--- config.mk ---
export PLATFORM = sky130hd
export DESIGN_NAME = uart_frame_tx
export DESIGN_NICKNAME = d
export VERILOG_FILES = /design/src/rtl/uart_frame_tx.sv
export SDC_FILE = /design/constraint.sdc
export NUM_CORES = 1
export LEC_CHECK = 0
export BUFFER_PORTS_ARGS = -buffer_cell sky130_fd_sc_hd__buf_2
export CAP_MARGIN = 30
export CORE_ASPECT_RATIO = 0.8
export CORE_MARGIN = 2
export CORE_UTILIZATION = 44
export DETAILED_ROUTE_END_ITERATION = 12
export MAX_ROUTING_LAYER = met4
export PLACE_DENSITY_LB_ADDON = 0.12
export SETUP_SLACK_MARGIN = 0.1
export SYNTH_ARGS = -nofsm -noshare
export SYNTH_HDL_FRONTEND = slang
export SYNTH_SLANG_ARGS = --single-unit
--- constraint.sdc ---
create_clock -name clk -period 2.7 [get_ports clk]
set_input_delay 0.54 -clock clk [delete_from_list [all_inputs] [get_ports clk]]
set_output_delay 0.54 -clock clk [all_outputs]
set_load 0.02 [all_outputs]
--- src/rtl/uart_frame_tx.sv ---
// UART frame transmitter: start bit, FRAME_WD data bits LSB-first, optional parity, stop bit(s).
// Internal baud divider; one-cycle tx_start strobe accepted only while idle.
module uart_frame_tx #(
  parameter int unsigned CLK_FREQUENCE = 125_000_000,
  parameter int unsigned BAUD_RATE     = 9600,
  parameter string       PARITY        = "NONE",
  parameter int unsigned FRAME_WD      = 8,
  parameter int unsigned STOP_BITS     = 1
) (
  input  logic                clk,
  input  logic                reset_n,
  input  logic                tx_start,
  input  logic [FRAME_WD-1:0] tx_frame,
  output logic                tx_ready,
  output logic                tx_done,
  output logic                uart_tx
);

  localparam int unsigned BaudDiv   = CLK_FREQUENCE / BAUD_RATE;
  localparam int unsigned CntW      = (BaudDiv > 1) ? $clog2(BaudDiv) : 1;
  localparam int unsigned BitW      = $clog2(FRAME_WD + 1);
  localparam bit          HasParity = (PARITY != "NONE");
  localparam bit          OddParity = (PARITY == "ODD");

  typedef enum logic [2:0] {
    StIdle   = 3'd0,
    StStart  = 3'd1,
    StData   = 3'd2,
    StParity = 3'd3,
    StStop   = 3'd4,
    StDone   = 3'd5
  } state_e;

  state_e              state_q;
  logic [CntW-1:0]     baud_cnt_q;
  logic [BitW-1:0]     bit_cnt_q;
  logic [FRAME_WD-1:0] shift_q;
  logic                parity_q;
  logic                bit_tick;

  assign bit_tick = (baud_cnt_q == CntW'(BaudDiv - 1));
  assign tx_ready = (state_q == StIdle);

  always_ff @(posedge clk) begin
    if (!reset_n) begin
      state_q    <= StIdle;
      baud_cnt_q <= '0;
      bit_cnt_q  <= '0;
      shift_q    <= '0;
      parity_q   <= 1'b0;
      tx_done    <= 1'b0;
      uart_tx    <= 1'b1;
    end else begin
      tx_done <= 1'b0;

      // Counter restarts on every bit boundary so each bit is exactly BaudDiv cycles.
      if (state_q == StIdle || state_q == StDone || bit_tick) begin
        baud_cnt_q <= '0;
      end else begin
        baud_cnt_q <= baud_cnt_q + CntW'(1);
      end

      case (state_q)
        StIdle: begin
          uart_tx <= 1'b1;
          if (tx_start) begin
            shift_q   <= tx_frame;
            parity_q  <= OddParity ? ~^tx_frame : ^tx_frame;
            bit_cnt_q <= '0;
            uart_tx   <= 1'b0;
            state_q   <= StStart;
          end
        end
        StStart: begin
          if (bit_tick) begin
            bit_cnt_q <= '0;
            uart_tx   <= shift_q[0];
            state_q   <= StData;
          end
        end
        StData: begin
          if (bit_tick) begin
            if (bit_cnt_q == BitW'(FRAME_WD - 1)) begin
              bit_cnt_q <= '0;
              if (HasParity) begin
                uart_tx <= parity_q;
                state_q <= StParity;
              end else begin
                uart_tx <= 1'b1;
                state_q <= StStop;
              end
            end else begin
              bit_cnt_q <= bit_cnt_q + BitW'(1);
              shift_q   <= shift_q >> 1;
              uart_tx   <= shift_q[1];
            end
          end
        end
        StParity: begin
          if (bit_tick) begin
            bit_cnt_q <= '0;
            uart_tx   <= 1'b1;
            state_q   <= StStop;
          end
        end
        StStop: begin
          if (bit_tick) begin
            if (bit_cnt_q == BitW'(STOP_BITS - 1)) begin
              bit_cnt_q <= '0;
              tx_done   <= 1'b1;
              state_q   <= StDone;
            end else begin
              bit_cnt_q <= bit_cnt_q + BitW'(1);
            end
          end
          uart_tx <= 1'b1;
        end
        StDone: begin
          uart_tx <= 1'b1;
          state_q <= StIdle;
        end
        default: begin
          uart_tx <= 1'b1;
          state_q <= StIdle;
        end
      endcase
    end
  end

endmodule

; Word level (Yosys, flattened, before mapping)
; Index checks and enable logic that the tools add are counted.
[classes]
n_addsub = 2
eq_ne = 16
mux = 26
n_bitwise = 1
n_reduce_logical = 13
[op_table]
columns = op, n
row1 = 4-bit two-way mux, 6
row2 = 8-bit two-way mux, 3
row3 = 3-bit two-way mux, 7
row4 = "2-bit != test, second input constant", 8
row5 = 4-bit case mux with 4 select lines, 1
row6 = 8-bit case mux with 2 select lines, 1
row7 = 3-bit case mux with 5 select lines, 1
row8 = "14-bit by 1-bit adder with 14-bit output, second input constant", 1
row9 = "14-bit equality test, second input constant", 1
row10 = 7-bit AND reduction, 1
row11 = "3-bit by 2-bit equality test with 1-bit output, second input constant", 2
row12 = "3-bit equality test, second input constant", 2
row13 = 1-bit two-way mux, 6
row14 = 3-bit AND reduction, 2
row15 = 5-bit AND reduction, 1
row16 = "4-bit by 1-bit adder with 4-bit output, second input constant", 1
row17 = "4-bit by 3-bit equality test with 1-bit output, second input constant", 1
row18 = 4-bit zero test, 1
row19 = 1-bit case mux with 4 select lines, 1
row20 = 4-bit AND reduction, 1
row21 = 4-bit nonzero test, 1
row22 = 2-bit OR reduction, 2
row23 = "3-bit by 1-bit equality test with 1-bit output, second input constant", 1
row24 = 3-bit zero test, 1
row25 = 4 further kinds, 5
[totals]
ff_bits = 31
elab_cells = 64

; Longest topological paths before layout
[logic_depth]
word_depth = 4
ltp_mapped = 7
mapped_depth_nobuf = 7

; Worst setup path after synthesis
; Ideal clock, no wire load.
[synth_path]
kind = reg2reg
from = register baud_cnt_q[5]
to = register shift_q[7]
setup_time_ns = 0.117
arrival_ns = 2.004
slack_ns = 0.578
path_stages_with_launch = 6
synth_period_minus_slack_ns = 2.122
path_cell_list = dfxtp_1 > or4b_4 > or4_4 > o21ai_4 > nand2_4 > a32o_2
[synth_between]
elab_chain_cells = 3
[synth_rtl]
columns = item, line_no
row1 = from (decl), 35  ; logic [CntW-1:0] baud_cnt_q;
row2 = from (signal assigned), 60  ; baud_cnt_q <= baud_cnt_q + CntW'(1);
row3 = 14-bit equality test, 41  ; assign bit_tick = (baud_cnt_q == CntW'(BaudDiv - 1));
row4 = 2-bit != test (no source line), -
row5 = 4-bit AND reduction (no source line), -
row6 = to (signal assigned), 67  ; shift_q <= tx_frame;
row7 = to (signal assigned), 94  ; shift_q <= shift_q >> 1;
row8 = to (decl), 37  ; logic [FRAME_WD-1:0] shift_q;
; Every way passes these cells.
; A chain may end at the register's enable or synchronous reset.

; Worst setup path after layout
; Ends and elaborated chain as after synthesis.

==> results.py <==
metrics = {
    "worst_setup_path": {
        "reg2reg_depth": 5,
        "cp_slowest_cell": "or4_4",
        "slowest_delay_ns": 0.60,
        "rr_endpoint": "shift_q[7]$_SDFFE_PN0P_",
        "crit_chain": "or4b_4 > or4_4 > o21ai_4 > nand2_4 > a32o_2",
        "path_delay_family": "simple AND/OR/NAND/NOR gates",
        "crit_type": "register to register",
        "worstPathArrival_ns": 2.38,
        "end_kind": "register",
        "r2r-start": "baud_cnt_q[5]$_SDFF_PP0_",
        "worst_ep_required_time_ns": 2.87,
        "r2r_slack_ns": 0.50,
        "worstSetupStartpointType": "register",
        "cp_max_fo": 8,
        "critical_path_buf_inv_count": 0,
    },
    "finish": {
        "fin_cells": 245,
        "fillers": 354,
        "diodes": 0,
        "drive_gt1_frac": 0.197,
        "nNetsFinal": 216,
        "final_common_cell": "dfxtp_1",
        "layout_common_cells": "dfxtp_1 (31), nand2_1 (25), nor2_1 (23)",
        "regArea_sq_um": 621,
        "area_delta_synth_final_pct": 11.0,
        "multiInputGateArea_sq_um": 950,
    },
    "status": {
        "outcome": "complete, no violations",
    },
    "timing": {
        "fin_skew_ns": 0.00235,
        "worst_pin_slew_ns": 0.743,
        "finalCritPeriodShare": 0.816,
        "relSlewSlack": 0.497,
        "rsz0062_at_grt": "false",
        "finalHoldViolCount": 0,
        "min_period_ns": 2.20,
        "setup_slack_ns": 0.497,
        "holdWs_ns": 0.449,
        "setup_viol": 0,
        "fmaxAchievable_mhz": 454,
        "setup-tns-final_ns": 0,
        "slew_viol_final": 0,
    },
    "placement": {
        "gp_congestion": 0.890,
        "placed_cells": 237,
        "portBuffers": 13,
        "place_ws_ns": 0.496,
        "hpwlAfterDp_um": 2340,
    },
    "global_routing": {
        "antenna_found_initial": 0,
        "grt_pass1_vias": 1212,
        "grt_usage": 0.175,
        "grt_overflow_total": 0,
        "grt_pass1_wl_um": 5530,
        "grt_max_degree": 27,
    },
    "clocking": {
        "worstSkewPairLatency_ns": 0.28,
        "cts_tree": "yes",
        "hold_buffers": 0,
        "cts.sinks": 31,
        "numCtsBuffers": 5,
        "htreeDepth": 2,
        "cts-root-buf": "clkbuf_8",
        "path_clk_slew_ns": 0.07,
        "post_cts_buffers": 0,
        "cts_resized": 0,
        "clk_path_buf_depth": 2,
    },
    "floorplanning": {
        "die_x_um": 72.3,
        "initial_core_util": 0.470,
        "io-pin-count": 14,
        "core_sq_mm": 0.00349,
        "chipHeight_um": 58.7,
        "rows": 19,
        "die-area_sq_mm": 0.00424,
    },
    "synthesis": {
        "synth_xor_area_frac": 0.0693,
        "synth_top_family_by_area": "simple AND/OR/NAND/NOR gates",
        "yosysTopAreaCell": "dfxtp_1",
        "synthMuxAreaShare": 0.0906,
        "async_flop_share": 0,
        "ys_seq_area_frac": 0.377,
        "synth_area_per_cell_sq_um": 8.79,
        "synthSimpleGateAreaFrac": 0.283,
        "post-synth-top-area-fraction": 0.377,
        "synth.top_cells.by_area": "dfxtp_1 (38%), nand2_1 (5.7%), nor2_1 (5.3%), mux2_2 (4.8%), mux2i_1 (4.3%)",
        "ys_seq_elements": 31,
        "synth_area_sq_mm": 0.00164,
        "synth_cells": 187,
        "synthAdderAreaFrac": 0.0228,
        "ys.flop_type": "dfxtp_1",
        "synth_compound_area_frac": 0.112,
        "synth_edf_count": 0,
        "syn-num-nets": 201,
        "ys.warnings.count": 0,
        "yosysUniqueCellTypes": 42,
    },
    "power_and_ir_drop": {
        "p_seq_frac": 0.504,
        "swShare": 0.230,
        "power-per-cell-area_mw_per_mm2": 520,
        "ir_drop_mv": 0.370,
        "switchingPower_uw": 219,
        "p_int_uw": 731,
        "pwr-share-comb": 0.069,
        "clockPowerShare": 0.427,
        "p_leak_nw": 0.708,
    },
    "routing": {
        "drt_iter0_drc": 79,
        "drt_pass1_iterations": 4,
        "detail-route-antenna-nets": 0,
        "drc": 0,
        "wl_um": 3230,
        "wire_per_inst_um": 13.2,
        "viasPerCell": 5.37,
        "vias": 1316,
    },
    "worst_hold_path": {
        "hold_class": "register to register",
        "min_to": "baud_cnt_q[0]$_SDFF_PP0_",
        "min_path_cells": 1,
        "hold_start": "baud_cnt_q[0]$_SDFF_PP0_",
    },
    "run": {
        "maxCapViolCount": 0,
    },
}
worst max path at each step:
stage / from / to / slack [ns] / cells after the start
finish: baud_cnt_q[5]$_SDFF_PP0_ / shift_q[7]$_SDFFE_PN0P_ / 0.50 / 5
global route: baud_cnt_q[5]$_SDFF_PP0_ / shift_q[7]$_SDFFE_PN0P_ / 0.44 / 5
CTS: baud_cnt_q[5]$_SDFF_PP0_ / shift_q[7]$_SDFFE_PN0P_ / 0.48 / 5
detailed placement: baud_cnt_q[5]$_SDFF_PP0_ / shift_q[7]$_SDFFE_PN0P_ / 0.50 / 5
global placement: baud_cnt_q[5]$_SDFF_PP0_ / shift_q[7]$_SDFFE_PN0P_ / 0.53 / 5
floorplan: baud_cnt_q[5]$_SDFF_PP0_ / shift_q[7]$_SDFFE_PN0P_ / 0.58 / 5
sequential cells by signal, indices dropped and copies added, names as in the netlist:
register / cells
bit_cnt_q: 4
uart_tx: 1
tx_done: 1
shift_q: 8
state_q: 3
baud_cnt_q: 14
power by group through the flow:
stage	registers, mW	logic (mW)	clock network (mW)
after detailed placement	0.489	0.0663	0
after global routing	0.480	0.0739	0.429
final	0.479	0.0660	0.405
after CTS	0.478	0.0664	0.416
after floorplan	0.485	0.0517	0
after global placement	0.488	0.0644	0
stage by stage:
| stage | util | cell area, sq um | total power, mW |
|---|---|---|---|
| after global routing | 0.522 | 1830 | 0.983 |
| after CTS | 0.522 | 1830 | 0.961 |
| final | 0.522 | 1830 | 0.950 |
| after detailed placement | 0.493 | 1720 | 0.555 |
| after floorplan | - | 1640 | 0.537 |
| after global placement | 0.493 | 1720 | 0.552 |
worst register-to-register path, stage by stage (launching register included):
cell and delay, ns:
dfxtp_1 0.34, or4b_4 0.56, or4_4 0.60, o21ai_4 0.19
nand2_4 0.12, a32o_2 0.29
layer usage:
layer  wire length [um]  GRT usage  vias up
met5                  0          -        -
met2               1400      0.249       18
met4                 34     0.0647        0
met1               1700      0.239      616
met3                 98     0.0462        5
li1                   -          -      677
cell families after synthesis:
logic type,count (synthesis)
AO/OA/AOI/OAI,25
XOR/XNOR,13
adder cells (fa/ha/maj),3
buffers and inverters,11
flip-flops,31
multiplexers,14
AND/OR/NAND/NOR,90
Yosys cell counts, types with 3 or more instances:
cell      instances
a22oi_1           3
and3_1            3
dfxtp_1          31
ha_1              3
inv_1             3
mux2_2            7
mux2i_1           7
nand2_1          25
nand3_1          10
nand3b_1          4
nor2_1           23
nor2b_1           7
nor3_1            8
o211ai_1          3
o21ai_0           8
xnor2_1           5
xor2_1            8
cell type report:
| type | count | area share |
|---|---|---|
| clock inverter | 1 | 0.00411 |
| clock buffer | 7 | 0.0528 |
| tap | 42 | 0.0288 |
| inverter | 3 | 0.00617 |
| timing repair buffer | 16 | 0.0480 |
| sequential | 31 | 0.340 |
| multi-input combinational | 145 | 0.520 |
No activity file was read; power rests on OpenSTA's default activity.
